**src/rtl/mem_arbiter.sv**
```systemverilog
// mem_arbiter: two-port (A = CPU, B = loader) arbiter in front of a single-ported wait-state memory
// Ports: clk, rst (async, active-low); per port x in {a,b}: x_req/x_we/x_adr/x_wdata in, x_gnt/x_ack/x_err out;
//        rdata shared read result; mem_adr/mem_data/mem_write/mem_read drive the memory, mem_out returns read data.
module mem_arbiter #(
  parameter int ADDR_W = 10,
  parameter int DATA_W = 16,
  parameter int unsigned MEM_DEPTH = 1000,
  parameter int WAIT = 1
) (
  input  logic              clk,
  input  logic              rst,
  input  logic              a_req,
  input  logic              b_req,
  input  logic              a_we,
  input  logic              b_we,
  input  logic [ADDR_W-1:0] a_adr,
  input  logic [ADDR_W-1:0] b_adr,
  input  logic [DATA_W-1:0] a_wdata,
  input  logic [DATA_W-1:0] b_wdata,
  output logic              a_gnt,
  output logic              b_gnt,
  output logic              a_ack,
  output logic              b_ack,
  output logic              a_err,
  output logic              b_err,
  output logic [DATA_W-1:0] rdata,
  output logic [ADDR_W-1:0] mem_adr,
  output logic [DATA_W-1:0] mem_data,
  output logic              mem_write,
  output logic              mem_read,
  input  logic [DATA_W-1:0] mem_out
);
  localparam logic [1:0] IDLE = 2'd0, ACCESS = 2'd1, RESP = 2'd2;
  logic [1:0] r_state;
  logic [3:0] r_cnt;
  logic r_sel, r_last, r_err;
  logic w_sel_b, w_we, w_oor;
  logic [ADDR_W-1:0] w_adr;
  logic [DATA_W-1:0] w_wdata;
  // r_last = 1 means B was granted last, so A wins the next conflict
  assign w_sel_b = b_req & (~a_req | ~r_last);
  assign w_we    = w_sel_b ? b_we : a_we;
  assign w_adr   = w_sel_b ? b_adr : a_adr;
  assign w_wdata = w_sel_b ? b_wdata : a_wdata;
  assign w_oor   = 32'(w_adr) >= MEM_DEPTH;
  // ack/err are registered from RESP, so they show in the cycle after RESP;
  // out-of-range requests skip ACCESS and go straight to RESP
  always_ff @(posedge clk or negedge rst) begin
    if (!rst) begin
      r_state <= IDLE;
      r_cnt <= '0;
      r_sel <= 1'b0;
      r_last <= 1'b1;
      r_err <= 1'b0;
      a_gnt <= 1'b0;
      b_gnt <= 1'b0;
      a_ack <= 1'b0;
      b_ack <= 1'b0;
      a_err <= 1'b0;
      b_err <= 1'b0;
      rdata <= '0;
      mem_adr <= '0;
      mem_data <= '0;
      mem_write <= 1'b0;
      mem_read <= 1'b0;
    end else begin
      a_gnt <= 1'b0;
      b_gnt <= 1'b0;
      a_ack <= r_state == RESP && !r_sel;
      b_ack <= r_state == RESP && r_sel;
      a_err <= r_state == RESP && !r_sel && r_err;
      b_err <= r_state == RESP && r_sel && r_err;
      if (r_state == IDLE && (a_req || b_req)) begin
        r_sel <= w_sel_b;
        r_last <= w_sel_b;
        a_gnt <= !w_sel_b;
        b_gnt <= w_sel_b;
        r_err <= w_oor;
        r_cnt <= 4'(WAIT);
        r_state <= w_oor ? RESP : ACCESS;
        if (!w_oor) begin
          mem_adr <= w_adr;
          mem_data <= w_wdata;
          mem_write <= w_we;
          mem_read <= !w_we;
        end
      end else if (r_state == ACCESS) begin
        r_cnt <= r_cnt - 4'd1;
        if (r_cnt == 4'd1) begin
          mem_write <= 1'b0;
          mem_read <= 1'b0;
          r_state <= RESP;
          if (mem_read) rdata <= mem_out;
        end
      end else if (r_state == RESP) begin
        r_state <= IDLE;
        if (r_err) rdata <= '0;
      end
    end
  end
endmodule

```
**config.mk**
```make
export PLATFORM = sky130hd
export DESIGN_NAME = mem_arbiter
export DESIGN_NICKNAME = d
export VERILOG_FILES = /design/src/rtl/mem_arbiter.sv
export SDC_FILE = /design/constraint.sdc
export NUM_CORES = 1
export LEC_CHECK = 0
export ABC_AREA = 1
export CAP_MARGIN = 20
export CORE_MARGIN = 1
export CORE_UTILIZATION = 34
export CTS_BUF_LIST = sky130_fd_sc_hd__clkbuf_4 sky130_fd_sc_hd__clkbuf_8 sky130_fd_sc_hd__clkbuf_16
export CTS_CLUSTER_SIZE = 30
export DETAILED_ROUTE_END_ITERATION = 8
export DONT_BUFFER_PORTS = 1
export PLACE_DENSITY = 0.51
export SYNTH_ARGS = -nofsm -noshare
export SYNTH_HDL_FRONTEND = slang
export SYNTH_SLANG_ARGS = --single-unit
```
**constraint.sdc**
```tcl
create_clock -name clk -period 2.32 [get_ports clk]
set_input_delay 0.116 -clock clk [delete_from_list [all_inputs] [get_ports clk]]
set_output_delay 0.116 -clock clk [all_outputs]
set_load 0.02 [all_outputs]
```
==> impl_metrics.ini, run 1 <==
[global_route]
first_global_vias = 2314
globalRoute.totalOverflow = 0
first_pass_grt_wire_length_mm = 11.0
antenna_found_initial = 0
global_route.usage.total_pct = 16.8
maximum_number_of_pins_on_one_net_before_global_route_repair = 60

[sta]
worst_clock_skew_ps = 12.9
finalSetupViolCount = 0
layout_worst_path_cycle_share_pct = 94.5
hold_violations = 0
timing_max_transition_violations_final = 0
fmax_ghz = 0.456
rsz0062_at_grt = false
slew_headroom_pct = 70.3
finalHoldWorstSlack_ps = 5.78
worstMarginPinSlew_ps = 445
fin_tns_setup_ps = 0
min_period_ps = 2190

[worst_setup_path]
cp_common_cell = sky130_fd_sc_hd__nand2_4
timing.reg2reg.worst_path_depth = 6
r2r_setup_slack_ps = 130
critPathLaunch = r_last$_DFFE_PN1P_
critical_path.max_fanout = 17
critPathMaxStageDelay_ps = 590
startpoint_type_of_the_worst_setup_path = flop
regToRegEndpoint = mem_data[6]$_DFFE_PN0P_
cp_cell_sequence = nand2_4, nand2_4, buf_4, mux2i_1, dlygate4sd3_1, o21ai_1
timing.critical_path.required_ps = 2540
worst-setup-path-type = reg2reg
regToRegStartpoint = r_last$_DFFE_PN1P_
arrival_ps = 2410
worst_path_max_delay_cell = sky130_fd_sc_hd__dlygate4sd3_1
endpoint_kind = flop
critPathBufInv = 2
critical_path.top_delay_family = buffers and inverters

[synthesis]
synth.cell_area_um2 = 2810
portion_of_the_post_synthesis_area_used_by_sequential_elements_pct = 52.6
number_of_instances_in_the_synthesized_netlist = 296
synth_cell_type_count = 29
synthesis.yosys.warnings = 0
cell_type_contributing_the_most_total_cell_area_after_synthesis = sky130_fd_sc_hd__dfrtp_1
ys_seq_elements = 59
area_contributors_post_synth = sky130_fd_sc_hd__dfrtp_1, sky130_fd_sc_hd__nand2_1, sky130_fd_sc_hd__mux2i_1
synth_largest_type_area_fraction_pct = 51.6
post_synth.cell_area_avg_um2 = 9.50
synthesis.nets = 376

[power_and_ir_drop]
share_comb_of_total_power_pct = 30.4
ir_drop_v = 0.000428
power_switching_w = 0.00203
p_leak_nw = 1.75
power.share.switching_pct = 43.3
power.clock.fraction_pct = 22.9
p_int_w = 0.00266
share_seq_of_total_power_pct = 46.7
power_per_cell_area_nw_per_um2 = 1290

[route]
detail_route.wirelength_mm = 6.92
drtIter0Drc = 72
drc_errors = 0
first_pass_iters = 4
drt-wirelength-per-cell_um = 15.2
route.detailed.vias_per_inst = 4.85
postRouteAntennaNets = 0
vias = 2210

[clock_tree]
holdBufCountCts = 52
tritoncts = built
clk_latency_ps = 340
clkSlewWorstSetupHoldPaths_ps = 70
ctsHtreeMaxLevel = 3
post_cts_repair_timing_setup_buffer_count = 0
cts_buffer_depth = 2
cts.sink_count = 59
root_buffer = sky130_fd_sc_hd__clkbuf_8
cts_repair_resize_count = 0
cts_buffers = 9

[layout]
postLayoutCellArea_um2 = 3640
final_core_utilization_pct = 46.3
layout-drive-gt1-share_pct = 12.4
antenna_cells = 0
seq_area_um2 = 1480
area_growth_synth_to_finish_pct = 29.4
multi_input_comb_area_um2 = 1140
final_nets = 430
layout.filler_cells = 769

[hold_path]
whs_endpoint = mem_data[7]$_DFFE_PN0P_
min_path_type = in2reg
hold_path_startpoint = a_wdata[7]
min_delay_path_depth = 2

[placement]
dpl_hpwl_mm = 4.31
gp_congestion = 0.791
numPortBuffers = 0
placed_cell_area_um2 = 2850

[die]
die_area_um2 = 8640
dieWidth_um = 92.9
number_of_cell_rows = 32
io_pins = 124
die_h_um = 92.9
core_area_um2 = 7850
initial_utilization_pct = 35.8

[job]
maximum_capacitance_violations = 0

[run_status]
run_status = finished clean
## cell families after synthesis
logic type,after synthesis,synth area share [%]
compound gates,54,12.5
fa+ha+maj,6,2.67
buf+inv,36,6.76
flops,59,52.6
mux,19,6.76
simple gates,122,18.7
## how the worst max path moves through the flow
stage / cells after the start / slack [ps] / endpoint
floorplan: 11 / 720 / mem_data[11]$_DFFE_PN0P_
global placement: 10 / 520 / mem_adr[1]$_DFFE_PN0P_
detailed placement: 10 / 490 / mem_data[12]$_DFFE_PN0P_
CTS: 6 / 190 / mem_adr[1]$_DFFE_PN0P_
global route: 6 / 30 / mem_data[6]$_DFFE_PN0P_
finish: 6 / 130 / mem_data[6]$_DFFE_PN0P_
## final cells by class
type	instances	share of cell area, %
sequential	59	40.6
clock buffer	11	4.16
inverter	22	2.27
clock inverter	4	2.03
multi-input combinational	201	31.4
timing repair buffer	57	16.0
tap	102	3.51
## cell usage in the layout (no fill, tap or decap), drive strengths merged, types with 2 or more instances in the layout
master,synthesis,layout
ha,6,6
dfrtp,58,58
dlygate4sd3,0,53
buf,9,4
inv,22,22
clkinv,0,2
clkbuf,5,11
nand3,12,12
o22ai,2,2
nand2,99,99
nand4,3,3
a21oi,4,4
o21ai,45,45
bufinv,0,2
nor2,6,6
mux2i,19,19
## cell usage after synthesis, drive strengths merged
master and n:
nand3 12, clkbuf 5, o22ai 2, o21a 1, nand4 3, o2111ai 1
a21oi 4, o21ai 45, nor3 1, dfrtp 58, dfstp 1, nand3b 1
inv 22, nor2 6, mux2i 19, buf 9, o31ai 1, ha 6
nand2 99
## per-stage QoR
| step | std cells | power (W) | setup WS (ps) |
|---|---|---|---|
| final | 456 | 0.00469 | 129 |
| after global routing | 456 | 0.00503 | 27.8 |
| after CTS | 454 | 0.00473 | 185 |
| after detailed placement | 387 | 0.00350 | 485 |
| after global placement | 387 | 0.00347 | 521 |
| after floorplan | 296 | 0.00327 | 722 |
## state kept, by name, summed over array words and instances, names as in the netlist, 2 cells and up
register  cells
mem_data     16
rdata        16
mem_adr      10
r_cnt         4
r_state       2
## power by group through the flow
stage	Sequential [W]	Clock, W	Combinational [W]
after detailed placement	0.00221	0	0.00130
after global placement	0.00220	0	0.00126
after global routing	0.00223	0.00114	0.00165
after floorplan	0.00210	0	0.00117
final	0.00219	0.00108	0.00142
after CTS	0.00219	0.00111	0.00143
## layer usage
metal | vias up | wire length [um] | global-route usage, %
met4 | 0 | 196 | 8.72
met3 | 15 | 569 | 5.58
li1 | 1076 | - | -
met2 | 102 | 3260 | 27.1
met5 | - | 0 | 0
met1 | 1017 | 2900 | 19.8
No activity file was read; power rests on OpenSTA's default activity.
==> inputs of run 2 (changes only) <==
--- a/config.mk
+++ b/config.mk
@@ -5,7 +5,6 @@
 export SDC_FILE = /design/constraint.sdc
 export NUM_CORES = 1
 export LEC_CHECK = 0
-export ABC_AREA = 1
 export CAP_MARGIN = 20
 export CORE_MARGIN = 1
 export CORE_UTILIZATION = 34
==> run 2 against run 1 <==
Against the previous run: global-route usage is 2.7 points lower; critical path type unchanged; power is 8.2% higher; sequential share of layout area is 2.6 points higher; first-iteration DRC count is 24% lower; critical endpoint is now mem_data[14]$_DFFE_PN0P_; die area is 0.22% higher; flip-flop and latch count stayed put; sequential power is 8% higher; non-clock buffer count is 33 lower; core utilization is 3.0 points lower.
==> impl_metrics.ini, run 2 <==
[synthesis]
synth_cell_type_count = 32
synth.cell_area_um2 = 2820
post_synth.cell_area_avg_um2 = 12.4
portion_of_the_post_synthesis_area_used_by_sequential_elements_pct = 52.4
area_contributors_post_synth = sky130_fd_sc_hd__dfrtp_1, sky130_fd_sc_hd__mux2_2, sky130_fd_sc_hd__mux2i_1
synth_largest_type_area_fraction_pct = 51.5
synth_top_family_by_area = multiplexers
synth.most_common_cell = sky130_fd_sc_hd__dfrtp_1
synth_compound_area_share_pct = 3.24
proportion_of_synthesized_flip_flops_having_asynchronous_set_or_reset_pct = 100
synthesis.nets = 308
cell_type_contributing_the_most_total_cell_area_after_synthesis = sky130_fd_sc_hd__dfrtp_1
synth_enable_flop_cells = 0
synth_common_cells = sky130_fd_sc_hd__dfrtp_1, sky130_fd_sc_hd__mux2_2, sky130_fd_sc_hd__nand2_1, sky130_fd_sc_hd__inv_1, sky130_fd_sc_hd__mux2i_1
synth_xor_xnor_area_share_pct = 0.933
synth-simple-area-share_pct = 7.46
synthesis.yosys.warnings = 0
ys_dominant_reg_cell = sky130_fd_sc_hd__dfrtp_1
muxShareOfSynthArea_pct = 27.9
post_synth_fa_ha_maj_area_fraction_pct = 2.66
number_of_instances_in_the_synthesized_netlist = 228
ys_seq_elements = 59

[clock_tree]
ctsHtreeMaxLevel = 3
root_buffer = sky130_fd_sc_hd__clkbuf_8
cts.sink_count = 59
cts_repair_resize_count = 0
clkSlewWorstSetupHoldPaths_ps = 60
cts_buffers = 9
clk_latency_ps = 330
tritoncts = built
cts_buffer_depth = 2

[layout]
multi_input_comb_area_um2 = 1200
mostFrequentLayoutCells = sky130_fd_sc_hd__dfrtp_1, sky130_fd_sc_hd__mux2_2, sky130_fd_sc_hd__nand2_1
commonest_non_fill_non_tap_cell_in_the_layout = sky130_fd_sc_hd__dfrtp_1
layout.filler_cells = 750
area_growth_synth_to_finish_pct = 21.4
seq_area_um2 = 1480
layout-drive-gt1-share_pct = 31.3
final_nets = 334
reg_top3 = mem_data (16), rdata (16), mem_adr (10)
antenna_cells = 0
finish.cell_count_without_fillers = 361

[die]
dieWidth_um = 93.0
io_pins = 124
number_of_cell_rows = 32
die_area_um2 = 8660
initial_utilization_pct = 35.7
core_area_um2 = 7890
die_h_um = 93.0

[placement]
place.detailed.instances = 327
numPortBuffers = 0
dpl_hpwl_mm = 3.95
gp_congestion = 0.693
dp_slack_ps = 415

[sta]
final.setup.worst_slack_ps = 436
hold_violations = 0
min_period_ps = 1880
timing_max_transition_violations_final = 0
slew_headroom_pct = 61.6
layout_worst_path_cycle_share_pct = 81.2
rsz0062_at_grt = false
finalSetupViolCount = 0
fmax_ghz = 0.531
worst_clock_skew_ps = 9.77
fin_tns_setup_ps = 0
worstMarginPinSlew_ps = 572

[route]
postRouteAntennaNets = 0
drc_errors = 0
detail_route.wirelength_mm = 5.71
drtIter0Drc = 55
vias = 1730
route.detailed.vias_per_inst = 4.79
first_pass_iters = 4
drt-wirelength-per-cell_um = 15.8

[worst_setup_path]
critPathBufInv = 1
endpoint_kind = flop
startpoint_type_of_the_worst_setup_path = flop
critical_path.top_delay_family = compound AO/OA/AOI/OAI gates
timing.critical_path.required_ps = 2530
worst-setup-path-type = reg2reg
critPathMaxStageDelay_ps = 380
arrival_ps = 2100
worst_path_max_delay_cell = sky130_fd_sc_hd__dfstp_2
critical_path.max_fanout = 24
cp_cell_sequence = a21boi_4, nor3_1, a211oi_4, buf_12, mux2_2

[power_and_ir_drop]
ir_drop_v = 0.000428
p_leak_nw = 1.46
power_per_cell_area_nw_per_um2 = 1480

[hold_path]
min_path_type = in2reg

[global_route]
maximum_number_of_pins_on_one_net_before_global_route_repair = 60
global_route.usage.total_pct = 14.1
globalRoute.totalOverflow = 0
first_global_vias = 1743
first_pass_grt_wire_length_mm = 9.20
antenna_found_initial = 0

[job]
maximum_capacitance_violations = 0

[run_status]
run_status = finished clean
[run 2: cell count changes after synthesis, moves of 10 or more]
cell / before / now
sky130_fd_sc_hd__o21ai_0: 18 / 3
sky130_fd_sc_hd__mux2_2: 0 / 53
sky130_fd_sc_hd__nand3_1: 12 / 2
sky130_fd_sc_hd__o21ai_1: 11 / 1
sky130_fd_sc_hd__nand2_1: 95 / 26
sky130_fd_sc_hd__o21ai_2: 16 / 0
[run 2: repair_timing]
| action | 4_1_cts | 5_1_grt |
|---|---|---|
| endpoints found under the hold margin | 75 | 0 |
| setup buffers | 0 | 0 |
| hold buffers | 18 | 0 |
[run 2: where the power goes]
group | total [W] | switching (W) | internal, W
Sequential | 0.00237 | 0.000850 | 0.00152
Clock | 0.00120 | 0.000402 | 0.000800
Combinational | 0.00150 | 0.000695 | 0.000803
Total | 0.00507 | 0.00195 | 0.00312
[run 2: routing by layer]
layer  up-vias  part of all wire (%)  global-route usage, %
li1        815                     -                      -
met1       822                    45                   19.0
met2        82                    44                   19.9
met3        11                   8.8                   5.04
met4         0                   2.0                   7.31
met5         -                     0                      0
[run 2: worst reg2reg max path, delay by kind of cell (launching register included)]
kind	cells	cell delay, ps
compound gates	2	650
buf+inv	1	220
flops	1	380
mux	1	350
simple gates	1	160
[run 2: area by class of cell]
class	instances	share of cell area, %
Multi-Input combinational cell	138	35.2
Tap cell	102	3.73
Sequential cell	59	43.2
Timing Repair Buffer	24	7.83
Clock inverter	4	2.78
Clock buffer	12	4.83
Inverter	22	2.41
[run 2: kinds of logic after synthesis]
kind of cell,Yosys count
compound gates,11
mux,72
fa+ha+maj,6
simple gates,46
xor+xnor,3
flops,59
buf+inv,31
[run 2: final timing paths]
kind	endpoint	cells past startpoint	slack (ps)	startpoint
max	mem_data[14]$_DFFE_PN0P_	5	440	r_last$_DFFE_PN1P_
min	mem_adr[6]$_DFFE_PN0P_	2	30	a_adr[6]
min reg2reg	r_last$_DFFE_PN1P_	2	490	r_last$_DFFE_PN1P_
max in group asynchronous	r_last$_DFFE_PN1P_	2	1680	rst
min in group asynchronous	rdata[2]$_DFFE_PN0P_	2	350	rst
max reg2reg	mem_data[14]$_DFFE_PN0P_	5	440	r_last$_DFFE_PN1P_
[run 2: metrics by stage]
step	power, W	cell area [um2]	hold WS, ps	util (%)
after floorplan	0.00349	2820	-180	-
after global placement	0.00384	2960	-178	37.6
after detailed placement	0.00388	2960	-178	37.6
after CTS	0.00515	3420	14.9	43.4
after global routing	0.00542	3420	22.0	43.4
final	0.00507	3420	30.6	43.4
==> inputs of run 3 (changes only) <==
==> constraint.sdc (replaced) <==
create_clock -name clk -period 1.75 [get_ports clk]
set_input_delay 0.0875 -clock clk [delete_from_list [all_inputs] [get_ports clk]]
set_output_delay 0.0875 -clock clk [all_outputs]
set_load 0.02 [all_outputs]
==> run 3 against run 2 <==
Against the previous run: routed wire length increased by 6.8%; worst setup slack got worse by 360 ps; core utilization increased by 1.5 points; global-route usage rose by 0.33 points; count of clock-buffer cells in the layout decreased by 3; final cell count increased by 3.9%; via count rose by 2.5%; combinational power up 62%; sequential share of layout area decreased by 1.4 points; highest routed layer unchanged.
==> impl_metrics.ini, run 3 (synthesis gave the netlist of run 2 again) <==
[layout]
postLayoutCellArea_um2 = 3540
layout-drive-gt1-share_pct = 37.0
layout.filler_cells = 735
reg_top3 = mem_data (16), rdata (16), mem_adr (10)
final_nets = 348
commonest_non_fill_non_tap_cell_in_the_layout = sky130_fd_sc_hd__dfrtp_1
mostFrequentLayoutCells = sky130_fd_sc_hd__dfrtp_1, sky130_fd_sc_hd__mux2_2, sky130_fd_sc_hd__nand2_1
area_growth_synth_to_finish_pct = 25.5
antenna_cells = 0
final_core_utilization_pct = 44.8

[power_and_ir_drop]
ir_drop_v = 0.000693
power.share.switching_pct = 41.3
p_int_w = 0.00390
p_leak_nw = 1.51
share_seq_of_total_power_pct = 47.4
power_per_cell_area_nw_per_um2 = 1880
power.clock.fraction_pct = 16.1
share_comb_of_total_power_pct = 36.6
power_switching_w = 0.00275

[route]
route.detailed.vias_per_inst = 4.73
vias = 1773
drc_errors = 0
detail_route.wirelength_mm = 6.10
drt-wirelength-per-cell_um = 16.3
postRouteAntennaNets = 0
first_pass_iters = 4
drtIter0Drc = 34

[clock_tree]
root_buffer = sky130_fd_sc_hd__clkbuf_8
cts_buffers = 9
clkSlewWorstSetupHoldPaths_ps = 70
cts_buffer_depth = 2
tritoncts = built
clk_latency_ps = 330
ctsHtreeMaxLevel = 3
cts.sink_count = 59

[die]
core_area_um2 = 7890
initial_utilization_pct = 35.7
die_h_um = 93.0
number_of_cell_rows = 32
dieWidth_um = 93.0
die_area_um2 = 8660
io_pins = 124

[sta]
min_period_ps = 1670
worstMarginPinSlew_ps = 358
fmax_ghz = 0.599
slew_headroom_pct = 76.1
fin_tns_setup_ps = 0
worst_clock_skew_ps = 9.98
layout_worst_path_cycle_share_pct = 95.4
finalSetupViolCount = 0
finalHoldWorstSlack_ps = 28.7
rsz0062_at_grt = false
timing_max_transition_violations_final = 0
hold_violations = 0

[worst_setup_path]
startpoint_type_of_the_worst_setup_path = flop
worst_path_max_delay_cell = sky130_fd_sc_hd__dfrtp_1
endpoint_kind = flop
cp_cell_sequence = inv_2, ha_4, o21ai_2, a211oi_4, buf_6, clkbuf_16, mux2_2
critPathMaxStageDelay_ps = 390
worst-setup-path-type = reg2reg
critical_path.max_fanout = 10
timing.critical_path.required_ps = 1970
arrival_ps = 1890

[placement]
gp_congestion = 0.722
dpl_hpwl_mm = 4.00
placed_cell_area_um2 = 3020
numPortBuffers = 0

[run_status]
run_status = finished clean

[global_route]
antenna_found_initial = 0
first_global_vias = 1907
maximum_number_of_pins_on_one_net_before_global_route_repair = 60
global_route.usage.total_pct = 14.5
globalRoute.totalOverflow = 0
first_pass_grt_wire_length_mm = 9.42

[hold_path]
min_path_type = in2reg

[job]
maximum_capacitance_violations = 0
-- run 3: cell types whose count changed in the layout (fill, tap and decap cells not counted), moves of 2 or more --
| cell | previous run | this run |
|---|---|---|
| sky130_fd_sc_hd__ha_1 | 6 | 4 |
| sky130_fd_sc_hd__inv_2 | 0 | 3 |
| sky130_fd_sc_hd__clkinv_2 | 1 | 4 |
| sky130_fd_sc_hd__bufinv_16 | 3 | 0 |
| sky130_fd_sc_hd__buf_4 | 4 | 9 |
| sky130_fd_sc_hd__inv_1 | 22 | 19 |
| sky130_fd_sc_hd__buf_6 | 0 | 3 |
| sky130_fd_sc_hd__dlygate4sd3_1 | 17 | 21 |
| sky130_fd_sc_hd__clkbuf_16 | 0 | 2 |
| sky130_fd_sc_hd__clkinv_4 | 0 | 2 |
| sky130_fd_sc_hd__clkbuf_8 | 12 | 9 |
-- run 3: power by group through the flow --
stage,logic (W),clock network (W),registers [W]
floorplan,0.00163,0,0.00303
global placement,0.00208,0,0.00315
detailed placement,0.00212,0,0.00316
CTS,0.00220,0.00113,0.00314
global route,0.00269,0.00120,0.00323
finish,0.00243,0.00107,0.00314
-- run 3: through the flow --
stage	setup WS [ps]	power, W	std cells
floorplan	43.3	0.00466	228
global placement	39.0	0.00522	334
detailed placement	-9.48	0.00528	334
CTS	42.4	0.00647	372
global route	7.82	0.00711	375
finish	81.0	0.00664	375
-- run 3: final cells by class --
type / instances / area (um2) / share of cell area (%)
Clock inverter: 7 / 45.0 / 1.27
Clock buffer: 9 / 124 / 3.50
Sequential cell: 59 / 1480 / 41.8
Tap cell: 102 / 128 / 3.61
Inverter: 22 / 82.6 / 2.34
Timing Repair Buffer: 38 / 429 / 12.1
Multi-Input combinational cell: 138 / 1250 / 35.4
-- run 3: per-layer routing --
| layer | vias up | part of all wire, % | GRT usage (%) |
|---|---|---|---|
| li1 | 848 | - | - |
| met1 | 829 | 46 | 17.9 |
| met2 | 85 | 44 | 22.6 |
| met3 | 11 | 7.4 | 4.31 |
| met4 | 0 | 2.2 | 7.69 |
| met5 | - | 0 | 0 |
-- run 3: timing repair --
item	in CTS	in global routing
buffers inserted	0	1
hold endpoints to repair	77	0
gates cloned	0	2
hold buffers	22	0
pin swaps	1	2
resized for setup	1	13
endpoints found under the setup margin	2	27
-- run 3: path summary, 6_finish.rpt --
kind | start | end | slack, ps | cells after the start
max in group asynchronous | rst | r_last$_DFFE_PN1P_ | 1170 | 2
min in group asynchronous | rst | rdata[1]$_DFFE_PN0P_ | 300 | 2
worst min register to register | r_last$_DFFE_PN1P_ | r_last$_DFFE_PN1P_ | 490 | 2
worst min-delay path | a_wdata[13] | mem_data[13]$_DFFE_PN0P_ | 30 | 2
worst max register to register | r_state[1]$_DFFE_PN0P_ | mem_data[7]$_DFFE_PN0P_ | 80 | 7
worst max-delay path | r_state[1]$_DFFE_PN0P_ | mem_data[7]$_DFFE_PN0P_ | 80 | 7
-- run 3: worst max-delay path, delay by kind of cell (launching register included) --
kind	cells	cell delay, ps
muxes	1	330
DFF	1	390
adders and majority gates	1	140
buffers and inverters	3	400
AOI/OAI and AO/OA	2	280
